## src/rtl/aes_axi_stream_mb.sv

```systemverilog
// AXI-Stream front end for aes_top: multi-block ECB/CBC frames, cached key,
// two output slots so the engine can run ahead of the drain side.
module aes_axi_stream_mb #(
  parameter int C_S_AXIS_TDATA_WIDTH = 32,
  parameter int C_M_AXIS_TDATA_WIDTH = 32,
  parameter int BLK_WORDS            = 4,
  parameter int KEY_WORDS            = 4
) (
  input  logic                                 s00_axis_aclk,
  input  logic                                 s00_axis_aresetn,
  input  logic                                 s00_axis_tvalid,
  output logic                                 s00_axis_tready,
  input  logic                                 s00_axis_tlast,
  input  logic [C_S_AXIS_TDATA_WIDTH-1:0]      s00_axis_tdata,
  input  logic [C_S_AXIS_TDATA_WIDTH/8-1:0]    s00_axis_tstrb,
  output logic                                 m00_axis_tvalid,
  input  logic                                 m00_axis_tready,
  output logic                                 m00_axis_tlast,
  output logic [C_M_AXIS_TDATA_WIDTH-1:0]      m00_axis_tdata,
  output logic [C_M_AXIS_TDATA_WIDTH/8-1:0]    m00_axis_tstrb,
  output logic                                 aes_start,
  output logic                                 aes_key_strobe,
  output logic [KEY_WORDS*C_S_AXIS_TDATA_WIDTH-1:0] aes_key,
  output logic [127:0]                         aes_plaintext,
  input  logic [127:0]                         aes_ciphertext,
  input  logic                                 aes_done,
  output logic                                 err_o
);

  // state | meaning
  // CMD   | waiting for the frame command word
  // KEY   | receiving key words
  // IV    | receiving IV words
  // BLK   | receiving plaintext block words
  // WAIT  | full block held, waiting for engine idle and a free output slot
  typedef enum logic [2:0] {S_CMD, S_KEY, S_IV, S_BLK, S_WAIT} state_t;

  localparam int DW    = C_S_AXIS_TDATA_WIDTH;
  localparam int BW    = BLK_WORDS * DW;
  localparam int KW    = KEY_WORDS * DW;
  localparam int MAXW  = (KEY_WORDS > BLK_WORDS) ? KEY_WORDS : BLK_WORDS;
  localparam int CNT_W = $clog2(MAXW) + 1;
  localparam int OI_W  = (BLK_WORDS > 1) ? $clog2(BLK_WORDS) : 1;
  localparam logic [CNT_W-1:0] KEY_LAST = CNT_W'(KEY_WORDS - 1);
  localparam logic [CNT_W-1:0] BLK_LAST = CNT_W'(BLK_WORDS - 1);
  localparam logic [OI_W-1:0]  OUT_LAST = OI_W'(BLK_WORDS - 1);

  state_t state, state_nxt;
  logic             run;
  logic [CNT_W-1:0] cnt;
  logic             cmd_key, cmd_cbc, cmd_iv;
  logic [KW-1:0]    key_reg, key_sh;
  logic             key_new;
  logic [BW-1:0]    iv_reg, iv_sh, chain_reg, blk_buf, chain_src;
  logic             iv_pend, blk_last;
  logic             busy, fl_cbc, fl_last;
  logic [BW-1:0]    slot_data [2];
  logic [1:0]       slot_full, slot_last;
  logic             wr_ptr, rd_ptr;
  logic [OI_W-1:0]  out_idx;
  logic [DW-1:0]    out_words [BLK_WORDS];
  logic             s_ready, in_hs, go, frame_err, key_done, iv_done, blk_done, out_hs;
  logic             unused_tstrb;

  assign s00_axis_tready = s_ready;
  assign m00_axis_tstrb  = '1;
  assign aes_key         = key_reg;
  assign unused_tstrb    = ^s00_axis_tstrb;
  // A freshly loaded IV waits here so an earlier frame's CBC result cannot overwrite it.
  assign chain_src       = iv_pend ? iv_reg : chain_reg;

  always_ff @(posedge s00_axis_aclk or negedge s00_axis_aresetn) begin
    if (!s00_axis_aresetn) state <= S_CMD;
    else                   state <= state_nxt;
  end

  always_comb begin
    state_nxt = state;
    case (state)
      S_CMD:   if (in_hs && !s00_axis_tlast)
                 state_nxt = s00_axis_tdata[0] ? S_KEY : (s00_axis_tdata[2] ? S_IV : S_BLK);
      S_KEY:   if (frame_err)     state_nxt = S_CMD;
               else if (key_done) state_nxt = cmd_iv ? S_IV : S_BLK;
      S_IV:    if (frame_err)     state_nxt = S_CMD;
               else if (iv_done)  state_nxt = S_BLK;
      S_BLK:   if (frame_err)     state_nxt = S_CMD;
               else if (blk_done) state_nxt = S_WAIT;
      S_WAIT:  if (go)            state_nxt = blk_last ? S_CMD : S_BLK;
      default: state_nxt = S_CMD;
    endcase
  end

  always_comb begin
    s_ready   = run && (state != S_WAIT);
    in_hs     = s00_axis_tvalid && s_ready;
    go        = (state == S_WAIT) && !busy && !(&slot_full);
    frame_err = 1'b0;
    key_done  = 1'b0;
    iv_done   = 1'b0;
    blk_done  = 1'b0;
    case (state)
      S_CMD: frame_err = in_hs && s00_axis_tlast;
      S_KEY: begin
        frame_err = in_hs && s00_axis_tlast;
        key_done  = in_hs && !s00_axis_tlast && (cnt == KEY_LAST);
      end
      S_IV: begin
        frame_err = in_hs && s00_axis_tlast;
        iv_done   = in_hs && !s00_axis_tlast && (cnt == BLK_LAST);
      end
      S_BLK: begin
        frame_err = in_hs && s00_axis_tlast && (cnt != BLK_LAST);
        blk_done  = in_hs && (cnt == BLK_LAST);
      end
      default: ;
    endcase
  end

  always_comb begin
    for (int i = 0; i < BLK_WORDS; i++)
      out_words[i] = slot_data[rd_ptr][BW-1-i*DW -: DW];
    m00_axis_tvalid = slot_full[rd_ptr];
    m00_axis_tdata  = out_words[out_idx];
    m00_axis_tlast  = slot_full[rd_ptr] && slot_last[rd_ptr] && (out_idx == OUT_LAST);
    out_hs          = m00_axis_tvalid && m00_axis_tready;
  end

  always_ff @(posedge s00_axis_aclk or negedge s00_axis_aresetn) begin
    if (!s00_axis_aresetn) begin
      run <= 1'b0;  cnt <= '0;  err_o <= 1'b0;
      cmd_key <= 1'b0;  cmd_cbc <= 1'b0;  cmd_iv <= 1'b0;
      key_reg <= '0;  key_sh <= '0;  key_new <= 1'b0;
      iv_reg <= '0;  iv_sh <= '0;  iv_pend <= 1'b0;  chain_reg <= '0;
      blk_buf <= '0;  blk_last <= 1'b0;
      busy <= 1'b0;  fl_cbc <= 1'b0;  fl_last <= 1'b0;
      aes_start <= 1'b0;  aes_key_strobe <= 1'b0;  aes_plaintext <= '0;
      slot_data[0] <= '0;  slot_data[1] <= '0;
      slot_full <= '0;  slot_last <= '0;  wr_ptr <= 1'b0;  rd_ptr <= 1'b0;  out_idx <= '0;
    end else begin
      run            <= 1'b1;
      err_o          <= frame_err;
      aes_start      <= 1'b0;
      aes_key_strobe <= 1'b0;
      if (in_hs) begin
        case (state)
          S_CMD: begin
            if (!s00_axis_tlast) {cmd_iv, cmd_cbc, cmd_key} <= s00_axis_tdata[2:0];
            cnt <= '0;
          end
          S_KEY: begin key_sh  <= {key_sh[KW-DW-1:0], s00_axis_tdata};  cnt <= cnt + 1'b1; end
          S_IV:  begin iv_sh   <= {iv_sh[BW-DW-1:0], s00_axis_tdata};   cnt <= cnt + 1'b1; end
          S_BLK: begin blk_buf <= {blk_buf[BW-DW-1:0], s00_axis_tdata}; cnt <= cnt + 1'b1; end
          default: ;
        endcase
      end
      if (key_done) begin
        key_reg <= {key_sh[KW-DW-1:0], s00_axis_tdata};
        key_new <= 1'b1;
        cnt     <= '0;
      end
      if (iv_done) begin
        iv_reg  <= {iv_sh[BW-DW-1:0], s00_axis_tdata};
        iv_pend <= 1'b1;
        cnt     <= '0;
      end
      if (blk_done)  blk_last <= s00_axis_tlast;
      if (frame_err) cnt <= '0;
      if (go) begin
        aes_start      <= 1'b1;
        aes_key_strobe <= key_new;
        key_new        <= 1'b0;
        aes_plaintext  <= cmd_cbc ? (blk_buf ^ chain_src) : blk_buf;
        busy           <= 1'b1;
        fl_cbc         <= cmd_cbc;
        fl_last        <= blk_last;
        cnt            <= '0;
        if (iv_pend) begin
          chain_reg <= iv_reg;
          iv_pend   <= 1'b0;
        end
      end
      if (out_hs) begin
        if (out_idx == OUT_LAST) begin
          slot_full[rd_ptr] <= 1'b0;
          rd_ptr            <= ~rd_ptr;
          out_idx           <= '0;
        end else begin
          out_idx <= out_idx + 1'b1;
        end
      end
      // Placed after the drain so a write into a slot freeing this cycle wins.
      if (aes_done) begin
        busy              <= 1'b0;
        slot_data[wr_ptr] <= aes_ciphertext;
        slot_last[wr_ptr] <= fl_last;
        slot_full[wr_ptr] <= 1'b1;
        wr_ptr            <= ~wr_ptr;
        if (fl_cbc) chain_reg <= aes_ciphertext;
      end
    end
  end

endmodule
```

## config.mk

```make
export PLATFORM = sky130hd
export DESIGN_NAME = aes_axi_stream_mb
export DESIGN_NICKNAME = d
export VERILOG_FILES = /design/src/rtl/aes_axi_stream_mb.sv
export SDC_FILE = /design/constraint.sdc
export NUM_CORES = 2
export LEC_CHECK = 0
export CORE_MARGIN = 3
export CORE_UTILIZATION = 42
export DETAILED_ROUTE_END_ITERATION = 16
export GPL_TIMING_DRIVEN = 0
export PLACE_DENSITY_LB_ADDON = 0.1
export SLEW_MARGIN = 20
export SYNTH_ARGS = -nofsm -noshare
export SYNTH_HDL_FRONTEND = slang
export SYNTH_SLANG_ARGS = --single-unit
```

## constraint.sdc

```tcl
create_clock -name s00_axis_aclk -period 3.8 [get_ports s00_axis_aclk]
set_clock_uncertainty 0.15 [all_clocks]
set_input_delay 0.95 -clock s00_axis_aclk [delete_from_list [all_inputs] [get_ports s00_axis_aclk]]
set_output_delay 0.95 -clock s00_axis_aclk [all_outputs]
set_load 0.005 [all_outputs]
```

==> parameters.txt <==
Parameter                              Value

Detailed routing
  Detail Route Antenna Nets    0
  Top routing layer in use    met4
  DRC viols    0
  Via density per instance    5.280
  Metal1 wirelength    67.30 mm
  Final wirelength    149.3 mm
  DR vias    30276
  Met2 routed WL    68.97 mm
  First-pass DRT Iterations    8
  Average wire per standard cell    26.04 microns
  Violation count after the first detailed-routing iteration    2203
  Met3 wire len    10.20 mm

Power and ir drop
  Max rail drop VDD    0.4296 mV
  Standby leakage power    26.90 nW
  Logic pwr share    26.8%
  Power density over the cells    717.9 nW/um^2
  Sequential share of power    41.2%
  Clk network pwr share    32.0%
  Net Sw Power    12.26 mW
  Switching power as a share of total power    28.97%
  Internal power summed over all cells    30.06 mW
  Overall power consumption    42.32 mW

Timing
  Final Slew Violations    0
  Slew at the pin closest to its max-slew limit    0.9980 ns
  Final hold slack    0.3293 ns
  Setup Total Neg Slack    -0.04220 ns
  Final WS setup    -0.04220 ns
  Final setup violation count    1
  Headroom to the max-slew limit    33.47%
  Final period utilization    101.1%
  Highest attainable clock frequency    0.2603 GHz
  Setup repair after global routing missed its margin    true
  Number of hold violations in the final report    0
  Minimum period implied by the final worst setup slack    3.842 ns

Synthesis
  Yosys Warn Count    0
  Register bit count reported by yosys    1114
  Ys async rst share    100.0%
  Synthesized area divided by synthesized cell count    13.40 sq um
  Count of distinct cell types in the synthesized netlist    45
  Netlist Area Pre-Place    47190 sq um
  Sequential share of the synthesized area    59.08%
  Post-synth EDFFs    0
  Synth Flop Type    dfrtp_1
  Post-synthesis cell count    3522

Critical path
  Cell mode on critical path    buf_12
  Data arrival time of the critical path    2.74 ns
  Crit path max fanout    10
  Cell at the slowest stage of the critical path    mux4_2
  CP Data Required Time    2.70 ns
  Sum of buffers and inverters on the critical path    3
  Type of destination of the critical path    primary output
  Family with the most delay on the worst path    multiplexers
  Crit start category    register
  Crit-path max cell delay    0.50 ns
  Critical Path, Cell by Cell    buf_12 > buf_12 > mux4_2 > mux2_4 > clkdlybuf4s50_1
  Crit Path Category    reg -> out

CTS
  Root buffer cell    clkbuf_16
  Deepest clock path buffer count    3
  Level count of the clock H-tree    4
  CTS clock-pin slew for the worst setup and hold paths    0.06 ns
  Number of sinks on the clock net    1114
  Total clock buffers created by CTS    131
  CTS tree    built
  Clock latency on the worst-skew pair    0.73 ns

Global route
  First-pass GRT wire length    220.8 mm
  Antenna violations before repair    11
  Total global routing track utilization    25.82%
  Maximum number of pins on one net before global-route repair    138
  Via count of the first global-routing pass    31585
  Global-route congestion overflow total    0

Layout
  Fraction of layout instances using a drive strength above 1    30.64%
  Register bank with the most flops    slot_data
  Area Overhead vs Synth    24.92%
  Net count of the finished layout    4311
  Max FFs per register    256
  Design Area, Final    58950 sq um

Placement
  IO buf count    459
  Placed Instance Area    53900 sq um
  Pre-CTS WS    -0.2476 ns
  Final HPWL from detailed placement    112.3 mm
  Routability congestion estimate from global placement    0.8299

Floorplanning
  Height of the chip    341.2 microns
  Number of placement rows    122
  Effective utilization at floorplan    42.46%
  Die X-Extent    341.2 microns
  Core area    111100 sq um
  I/O pin count    468
  Die outline area    116400 sq um

Job
  Max Cap Viol    0

Min path
  Worst min path class    reg -> reg

Status
  Status    finished, violations left
  Violated checks    negative setup slack
[power groups by stage]
stage	registers [mW]	clock network (mW)	logic (mW)
final	17.5	13.5	11.3
after global routing	17.8	14.3	12.2
after CTS	17.4	13.8	11.5
after detailed placement	17.6	0	11.2
after global placement	17.7	0	11.0
after floorplan	16.6	0	7.43
[final timing paths]
kind                                                  to  slack, ns  depth (start not counted)                     startpoint
max                                   m00_axis_tdata[20]      -0.04                          5             rd_ptr$_DFFE_PN0P_
min                        aes_plaintext[73]$_DFFE_PN0P_       0.33                          2  aes_plaintext[73]$_DFFE_PN0P_
max reg2reg                aes_plaintext[92]$_DFFE_PN0P_       0.71                          8           state[2]$_DFFE_PN0P_
min reg2reg                aes_plaintext[73]$_DFFE_PN0P_       0.33                          2  aes_plaintext[73]$_DFFE_PN0P_
max in group asynchronous         key_sh[89]$_DFFE_PN0P_       1.11                          4               s00_axis_aresetn
min in group asynchronous     slot_data[234]$_DFFE_PN0P_       0.66                          2               s00_axis_aresetn
[layout by cell type (no fill, tap or decap), types with 4 or more instances in the layout]
cell,count
a21oi_1,6
a31oi_1,128
buf_1,10
buf_12,7
buf_16,10
buf_2,64
buf_4,30
buf_6,12
bufinv_16,19
clkbuf_1,135
clkbuf_16,139
clkbuf_2,4
clkbuf_8,31
clkdlybuf4s50_1,427
clkinv_2,18
conb_1,5
dfrtp_1,1113
diode_2,6
dlymetal6s2s_1,28
mux2_1,118
mux2_2,879
mux2_4,5
mux4_2,64
nand2_1,533
nand3_1,4
nor2_1,133
o21ai_0,132
xor2_1,129
[through the flow]
step / utilization (%) / cells
floorplan: - / 3526
global placement: 48.29 / 5473
detailed placement: 48.50 / 5481
CTS: 52.87 / 5719
global route: 53.03 / 5730
finish: 53.04 / 5734
[synth_stat cells (2+ instances only)]
library cell,n,area [sq um]
nand4_1,3,18.77
dfrtp_1,1114,27880
a21o_1,2,15.01
buf_6,10,112.6
nor3_1,3,15.01
mux2_1,118,1329
buf_1,14,52.55
a21oi_1,6,30.03
o21ai_0,132,660.6
buf_4,18,135.1
and2_1,2,12.51
nor3_2,3,30.03
mux4_2,64,1441
a31oi_1,128,800.8
inv_1,3,11.26
inv_2,2,7.510
nand2_1,533,2001
and3_1,3,18.77
nor2_1,133,499.2
ha_1,3,37.54
clkbuf_1,118,442.9
buf_2,70,350.3
xor2_1,129,1130
nand3_1,4,20.02
or3_1,2,12.51
or2_2,2,12.51
mux2_2,884,9955
and3b_1,2,17.52
[layer usage]
layer	up-vias	global-route usage, %
met1	15805	36.27
li1	13529	-
met4	0	5.987
met2	777	40.54
met5	-	0
met3	165	6.401
[repair_timing]
action	in CTS	in global routing
hold buffers	1	0
setup endpoints to repair	34	29
buffers inserted	3	9
gates resized for setup	51	37
hold endpoints to repair	42	0
[worst reg2reg max path: cells and delay by family, from the launching register on]
| kind | cells | cell delay, ns |
|---|---|---|
| AO/OA/AOI/OAI | 1 | 0.10 |
| flip-flops | 1 | 0.34 |
| buffers and inverters | 4 | 1.19 |
| AND/OR/NAND/NOR | 3 | 1.17 |
[final cells by class]
class	count	area (sq um)
clock inverter	43	710.7
inverter	5	18.77
buffer	229	1235
antenna	6	15.01
fill	9684	52180
sequential	1114	27880
multi-input combinational	2177	18230
tap	1488	1862
timing repair buffer	480	5027
clock buffer	192	3968
[cells by family after synthesis]
group	share of synthesized area, %
mux	26.97
fa+ha+maj	0.07956
xor+xnor	2.413
buf+inv	2.357
compound gates	3.362
flops	59.08
other cells	0.007947
simple gates	5.735
Note: power is estimated with default switching activity, not from simulation.
